--- config.mk ---
export PLATFORM = sky130hd
export DESIGN_NAME = lru_tracker
export DESIGN_NICKNAME = d
export VERILOG_FILES = /design/src/rtl/lru_tracker.sv
export SDC_FILE = /design/constraint.sdc
export NUM_CORES = 2
export LEC_CHECK = 0
export ABC_AREA = 1
export CAP_MARGIN = 20
export CORE_MARGIN = 2
export CORE_UTILIZATION = 39
export DETAILED_ROUTE_END_ITERATION = 7
export RECOVER_POWER = 25
export SLEW_MARGIN = 20
export SYNTH_ARGS = -nofsm -noshare
export SYNTH_HDL_FRONTEND = slang
export SYNTH_SLANG_ARGS = --single-unit
export TNS_END_PERCENT = 100
--- constraint.sdc ---
create_clock -name clk_i -period 46.8 [get_ports clk_i]
set_input_delay 9.36 -clock clk_i [delete_from_list [all_inputs] [get_ports clk_i]]
set_output_delay 9.36 -clock clk_i [all_outputs]
set_load 0.02 [all_outputs]
--- src/rtl/lru_tracker.sv ---
// -----------------------------------------------------------------------------
// lru_tracker
//   True-LRU replacement tracker for a SETS x WAYS set-associative cache.
//   Each set keeps a recency-ordered list of way indices (position 0 = MRU,
//   position WAYS-1 = LRU) plus a per-way valid bit. One touch / fill /
//   invalidate / query is accepted per cycle, and its response is registered
//   one cycle later. A flush sweeps every set back to its reset contents, one
//   set per cycle, while new requests are refused.
//
//   Optional build macro: LRU_STATS_EN
//     Adds saturating 32-bit fill and eviction counters (stat_fill_o,
//     stat_evict_o). These counters are cleared by reset but not by flush.
// -----------------------------------------------------------------------------
module lru_tracker #(
   parameter int WAYS     = 4,
   parameter int SETS     = 64,
   parameter int WAY_BITS = $clog2(WAYS),
   parameter int SET_BITS = (SETS > 1) ? $clog2(SETS) : 1
) (
   input  logic                clk_i,
   input  logic                rst_i,
   input  logic                req_valid_i,
   output logic                req_ready_o,
   input  logic [1:0]          req_op_i,
   input  logic [SET_BITS-1:0] req_set_i,
   input  logic [WAY_BITS-1:0] req_way_i,
   input  logic                flush_i,
   output logic                rsp_valid_o,
   output logic [SET_BITS-1:0] rsp_set_o,
   output logic [WAY_BITS-1:0] rsp_way_o,
   output logic                rsp_evict_o
`ifdef LRU_STATS_EN
   ,
   output logic [31:0]         stat_fill_o,
   output logic [31:0]         stat_evict_o
`endif
);

   localparam logic [1:0] OP_TOUCH = 2'b00;
   localparam logic [1:0] OP_FILL  = 2'b01;
   localparam logic [1:0] OP_INVAL = 2'b10;
   localparam logic [1:0] OP_QUERY = 2'b11;

   localparam logic [0:0] ST_IDLE  = 1'b0;
   localparam logic [0:0] ST_FLUSH = 1'b1;

   localparam int unsigned SETS_U = SETS;

   typedef logic [WAY_BITS-1:0]            way_t;
   typedef logic [WAYS-1:0][WAY_BITS-1:0]  order_t;

   // The reset/flush contents of one set's order list: position p holds way p.
   function automatic order_t reset_order();
      order_t r;
      for (int p = 0; p < WAYS; p++) begin
         r[p] = way_t'(p);
      end
      return r;
   endfunction

   // State
   logic [0:0]          state_q, state_d;
   logic [SET_BITS-1:0] flush_cnt_q, flush_cnt_d;
   order_t              order_q [SETS];
   order_t              order_d [SETS];
   logic [WAYS-1:0]     valid_q [SETS];
   logic [WAYS-1:0]     valid_d [SETS];
   logic                rsp_valid_q, rsp_valid_d;
   logic [SET_BITS-1:0] rsp_set_q, rsp_set_d;
   way_t                rsp_way_q, rsp_way_d;
   logic                rsp_evict_q, rsp_evict_d;

   // Addressed-set view and its candidate updates
   logic                accept;
   logic                set_in_range;
   logic [SET_BITS-1:0] set_idx;
   order_t              cur_order;
   logic [WAYS-1:0]     cur_valid;
   way_t                victim;
   way_t                tgt_way;
   int                  tgt_pos;
   order_t              mru_order;
   order_t              lru_order;

   assign req_ready_o = (state_q == ST_IDLE);
   assign accept      = req_valid_i && req_ready_o;

   assign rsp_valid_o = rsp_valid_q;
   assign rsp_set_o   = rsp_set_q;
   assign rsp_way_o   = rsp_way_q;
   assign rsp_evict_o = rsp_evict_q;

`ifdef LRU_STATS_EN
   logic [31:0] stat_fill_q, stat_fill_d;
   logic [31:0] stat_evict_q, stat_evict_d;

   assign stat_fill_o  = stat_fill_q;
   assign stat_evict_o = stat_evict_q;
`endif

   // Read the addressed set and compute its victim plus move-to-MRU / move-to-LRU orders.
   always_comb begin
      // NOTE: every variable gets a default at the top of an always_comb, so no path leaves it unassigned and no latch is inferred.
      set_in_range = (32'(req_set_i) < SETS_U);
      set_idx      = set_in_range ? req_set_i : '0;
      cur_order    = order_q[set_idx];
      cur_valid    = valid_q[set_idx];

      // Lowest-index invalid way wins; otherwise the LRU entry.
      victim = cur_order[WAYS-1];
      for (int w = WAYS - 1; w >= 0; w--) begin
         if (!cur_valid[w]) begin
            victim = way_t'(w);
         end
      end

      tgt_way = (req_op_i == OP_FILL) ? victim : req_way_i;
      tgt_pos = 0;
      for (int p = 0; p < WAYS; p++) begin
         if (cur_order[p] == tgt_way) begin
            tgt_pos = p;
         end
      end

      // Target to MRU; entries that were above it slide one step toward LRU.
      mru_order    = cur_order;
      mru_order[0] = tgt_way;
      for (int p = 1; p < WAYS; p++) begin
         if (p <= tgt_pos) begin
            mru_order[p] = cur_order[p-1];
         end
      end

      // Target to LRU; entries that were below it slide one step toward MRU.
      lru_order         = cur_order;
      lru_order[WAYS-1] = tgt_way;
      for (int p = 0; p < WAYS - 1; p++) begin
         if (p >= tgt_pos) begin
            lru_order[p] = cur_order[p+1];
         end
      end
   end

   // Next-state: request write-back, response registers, flush sweep FSM.
   always_comb begin
      order_d     = order_q;
      valid_d     = valid_q;
      state_d     = state_q;
      flush_cnt_d = flush_cnt_q;
      rsp_valid_d = 1'b0;
      rsp_set_d   = rsp_set_q;
      rsp_way_d   = rsp_way_q;
      rsp_evict_d = rsp_evict_q;

      if (accept) begin
         rsp_valid_d = 1'b1;
         rsp_set_d   = req_set_i;
         rsp_way_d   = '0;
         rsp_evict_d = 1'b0;
         if (set_in_range) begin
            case (req_op_i)
               OP_TOUCH: begin
                  order_d[set_idx] = mru_order;
                  rsp_way_d        = req_way_i;
               end
               OP_FILL: begin
                  order_d[set_idx]         = mru_order;
                  valid_d[set_idx][victim] = 1'b1;
                  rsp_way_d                = victim;
                  rsp_evict_d              = cur_valid[victim];
               end
               OP_INVAL: begin
                  order_d[set_idx]            = lru_order;
                  valid_d[set_idx][req_way_i] = 1'b0;
                  rsp_way_d                   = req_way_i;
               end
               default: begin
                  rsp_way_d   = victim;
                  rsp_evict_d = cur_valid[victim];
               end
            endcase
         end
      end

      // No request is accepted in FLUSH, so the sweep never collides with a write-back.
      case (state_q)
         ST_IDLE: begin
            if (flush_i) begin
               state_d     = ST_FLUSH;
               flush_cnt_d = '0;
            end
         end
         default: begin
            order_d[flush_cnt_q] = reset_order();
            valid_d[flush_cnt_q] = '0;
            if (32'(flush_cnt_q) == SETS_U - 1) begin
               state_d = ST_IDLE;
            end else begin
               flush_cnt_d = flush_cnt_q + SET_BITS'(1);
            end
         end
      endcase
   end

`ifdef LRU_STATS_EN
   // Saturating counters of accepted fills and of fills that evicted valid data.
   always_comb begin
      stat_fill_d  = stat_fill_q;
      stat_evict_d = stat_evict_q;
      if (accept && (req_op_i == OP_FILL)) begin
         if (stat_fill_q != 32'hFFFF_FFFF) begin
            stat_fill_d = stat_fill_q + 32'd1;
         end
         if (rsp_evict_d && (stat_evict_q != 32'hFFFF_FFFF)) begin
            stat_evict_d = stat_evict_q + 32'd1;
         end
      end
   end
`endif

   // State registers with asynchronous active-high reset.
   always_ff @(posedge clk_i or posedge rst_i) begin
      if (rst_i) begin
         state_q     <= ST_IDLE;
         flush_cnt_q <= '0;
         // NOTE: the order/valid arrays are plain flops rather than a RAM, because every set must leave reset with a defined order list.
         for (int s = 0; s < SETS; s++) begin
            order_q[s] <= reset_order();
            valid_q[s] <= '0;
         end
         rsp_valid_q <= 1'b0;
         rsp_set_q   <= '0;
         rsp_way_q   <= '0;
         rsp_evict_q <= 1'b0;
`ifdef LRU_STATS_EN
         stat_fill_q  <= '0;
         stat_evict_q <= '0;
`endif
      end else begin
         // NOTE: sequential state uses non-blocking assignments so every flop samples its pre-edge inputs.
         state_q     <= state_d;
         flush_cnt_q <= flush_cnt_d;
         order_q     <= order_d;
         valid_q     <= valid_d;
         rsp_valid_q <= rsp_valid_d;
         rsp_set_q   <= rsp_set_d;
         rsp_way_q   <= rsp_way_d;
         rsp_evict_q <= rsp_evict_d;
`ifdef LRU_STATS_EN
         stat_fill_q  <= stat_fill_d;
         stat_evict_q <= stat_evict_d;
`endif
      end
   end

endmodule

==> metrics.md <==
| Metric | Value |
|---|---|
| Clock skew | `0.0411 ns` |
| HP Class | `reg -> reg` |
| Cts hold-fix bufs | `0` |
| Dpl cells | `9589` |
| Worst r2r src | `valid_q[87]$_DFF_PP0_` |
| Layout Utilization | `42.5%` |
| Max Fclk | `50.5 MHz` |
| WHS Endpoint | `rsp_set_o[2]$_DFFE_PP0P_` |
| Vias in the first global route | `55926` |
| Routed met1 length | `98500 um` |
| Dpl ws | `30.43 ns` |
| Top Ports | `25` |
| Post-CTS Setup Bufs | `0` |
| DR vias | `61081` |
| Non-filler instance count after layout | `9772` |
| DIE WIDTH | `375 um` |
| Vias per cell | `6.25` |
| Synth area leaders | `dfrtp_1, nand2_1, dfstp_2` |
| R2R Path End | `order_q[81]$_DFF_PP0_` |
| Clock root cell | `clkbuf_16` |
| Share of the synthesized area in the top cell type | `24.6%` |
| Min-delay src | `rsp_set_o[2]$_DFFE_PP0P_` |
| Clk Latency, worst-skew pair | `0.74 ns` |
| Starting Density | `39.2%` |
| DRC | `19` |
| Row count | `136` |
| Synthesized area | `53700 sq um` |
| Flops & latches, synth | `785` |
| Hold violation total from the final report | `0` |
| Overall die height | `375 um` |
| Core area | `137000 sq um` |
| Final Worst Setup Slack | `27.00 ns` |
| Power Dens Cells | `54.3 nW/um^2` |
| Critical path endpoint category | `async pin` |
| Register area | `20000 sq um` |
| Synth cell types | `45` |
| Metal2 WL | `102000 um` |
| Fillcell total | `14354` |
| Synth Flop Type | `dfrtp_1` |
| Max-slew violation count | `667` |
| Setup_tns | `0 ns` |
| Critical path launch point type | `input port` |
| Ys async rst share | `100%` |
| Total grt overflow | `0` |
| Crit Path Class | `in -> async` |
| Final period utilization | `42.3%` |
| Max FO, Critical Path | `133` |
| Peak supply drop | `38.1 uV` |
| Area Growth Syn to Fin | `8.55%` |
| Met3 Wirelength | `30500 um` |
| Yosys top cell by area | `dfrtp_1` |
| Cells after synthesis | `8266` |
| Setup repair after global routing missed its margin | `no` |
| Hold depth | `2` |
| Gr usage total | `33.8%` |
| Combined area of the multi-input logic cells | `28900 sq um` |
| R2r setup slk | `41.36 ns` |
| Initial antenna violation count | `4` |
| Worst Tran Pin Value | `7.69 ns` |
| Max layer used | `met5` |
| CTS tree | `yes` |
| Final setup fails | `0` |
| Crit path time final | `19.80 ns` |
| CP arrival | `18.71 ns` |
| RD Place Congestion | `0.969` |
| DRT iter0 DRCs | `8659` |
| Antenna-violating nets left | `0` |
| Seq/Total Area, Yosys | `37.2%` |
| Reg2Reg Depth | `21` |
| First-pass GRT wire length | `366000 um` |
| Failing checks | `design-rule violations, max-capacitance violations, max-slew violations` |
| Detailed Routing Iterations Pass 1 | `8` |
| DPL Wire Length | `149000 um` |
| Number of synthesized flops with an enable pin | `0` |
| Placed Area | `55000 sq um` |
| CTS max path bufs | `3` |
| # nets final | `7911` |
| Port Buffers | `24` |
| Status | `complete, but fails checks` |
| Mapped Nets | `8285` |
| LEAKAGE | `25.2 nW` |
| Cts repair resizes | `0` |
| Slew headroom | `-413%` |
| H-tree levels | `3` |
| Largest net degree at the start of global routing | `206` |
| Drt wl/cell | `25.2 um` |
| Avg Inst Size Synth | `6.50 sq um` |
| Design area | `58300 sq um` |
| CP Data Required Time | `45.71 ns` |
| Share of layout cells above drive strength 1 | `7.99%` |
| CTS clk-pin slew, worst paths | `0.06 ns` |
| Clk sinks | `785` |
| Die Area | `141000 sq um` |
| Cts bufs inserted | `95` |
| Max-cap violation count | `10` |
| YS warnings | `0` |
| Total wire length | `246000 um` |
where the power goes:
| part | internal [mW] | total (mW) | switching (mW) |
|---|---|---|---|
| Sequential | 0.986 | 1.16 | 0.177 |
| Clock | 0.495 | 0.830 | 0.334 |
| Combinational | 0.329 | 1.18 | 0.846 |
| Total | 1.81 | 3.17 | 1.36 |
flip-flops by register name, summed over array words and instances, names as in the netlist:
register,cells
flush_cnt_q,6
rsp_valid_o,1
rsp_way_o,2
valid_q,256
rsp_set_o,6
rsp_evict_o,1
order_q,512
state_q,1
layer usage:
layer,track usage [%],vias up
met2,48.8,4235
li1,-,26957
met3,8.19,807
met1,46.3,29076
met5,0,-
met4,18.6,6
metrics by stage:
| step | power (mW) | hold WS, ns |
|---|---|---|
| finish | 3.17 | 0.485 |
| global route | 3.32 | 0.500 |
| CTS | 3.12 | 0.488 |
| detailed placement | 2.29 | 0.473 |
| global placement | 2.26 | 0.468 |
| floorplan | 1.87 | 0.473 |
cells in the final DEF, fill, tap and decap left out, types with 39 or more instances in the layout:
| cell | count |
|---|---|
| a21oi_1 | 763 |
| a22oi_1 | 78 |
| a31oi_1 | 257 |
| buf_4 | 137 |
| clkbuf_1 | 39 |
| clkbuf_16 | 96 |
| dfrtp_1 | 529 |
| dfstp_2 | 256 |
| inv_1 | 598 |
| nand2_1 | 2453 |
| nand3_1 | 633 |
| nor2_1 | 468 |
| o211ai_1 | 87 |
| o21a_1 | 44 |
| o21ai_0 | 1095 |
| o21ai_1 | 44 |
| o22ai_1 | 136 |
critical path, stage by stage:
cell,delay (ns)
dlygate4sd3_1,0.55
clkinvlp_2,2.91
clkbuf_1,5.52
logic make-up (layout without fill, tap and decap cells):
kind of cell / Yosys count / after routing / share of synthesized area (%)
simple gates: 3642 / 3642 / 27.3
compound gates: 2549 / 2549 / 25.9
buf+inv: 1284 / 990 / 9.48
flops: 785 / 785 / 37.2
fa+ha+maj: 5 / 5 / 0.116
xor+xnor: 1 / 1 / 0.0163
other cells: 0 / 6 / 0
synth_stat cells, drive strengths merged (6+ instances only):
cell type,instances
inv,623
o41ai,14
nand3,643
buf,216
a22oi,78
o211ai,87
dfrtp,529
nor2,483
dfstp,256
a21oi,763
or2,6
o22ai,136
nor3,20
o21a,44
clkbuf,432
nand4,12
nand2,2474
a31oi,257
o21ai,1140
o21bai,19
clkinv,13
worst max path at each step:
stage	startpoint	end	slack, ns
2_1_floorplan	rst_i	flush_cnt_q[0]$_DFFE_PP0P_	15.82
3_3_place_gp	req_set_i[0]	order_q[434]$_DFF_PP1_	30.45
3_5_place_dp	req_set_i[0]	order_q[90]$_DFF_PP1_	30.43
4_1_cts	req_set_i[0]	order_q[66]$_DFF_PP1_	31.18
5_1_grt	rst_i	order_q[273]$_DFF_PP0_	25.38
6_report	rst_i	valid_q[142]$_DFF_PP0_	27.00
cell type report:
class	instances	area share, %
well taps	1794	3.85
diodes	6	0.0257
repair buffers	177	2.46
multi-input cells	6197	49.5
inverters	636	4.14
clock buffers	149	4.84
flip-flops and latches	785	34.2
clock inverters	28	0.931
No activity file was read; power rests on OpenSTA's default activity.
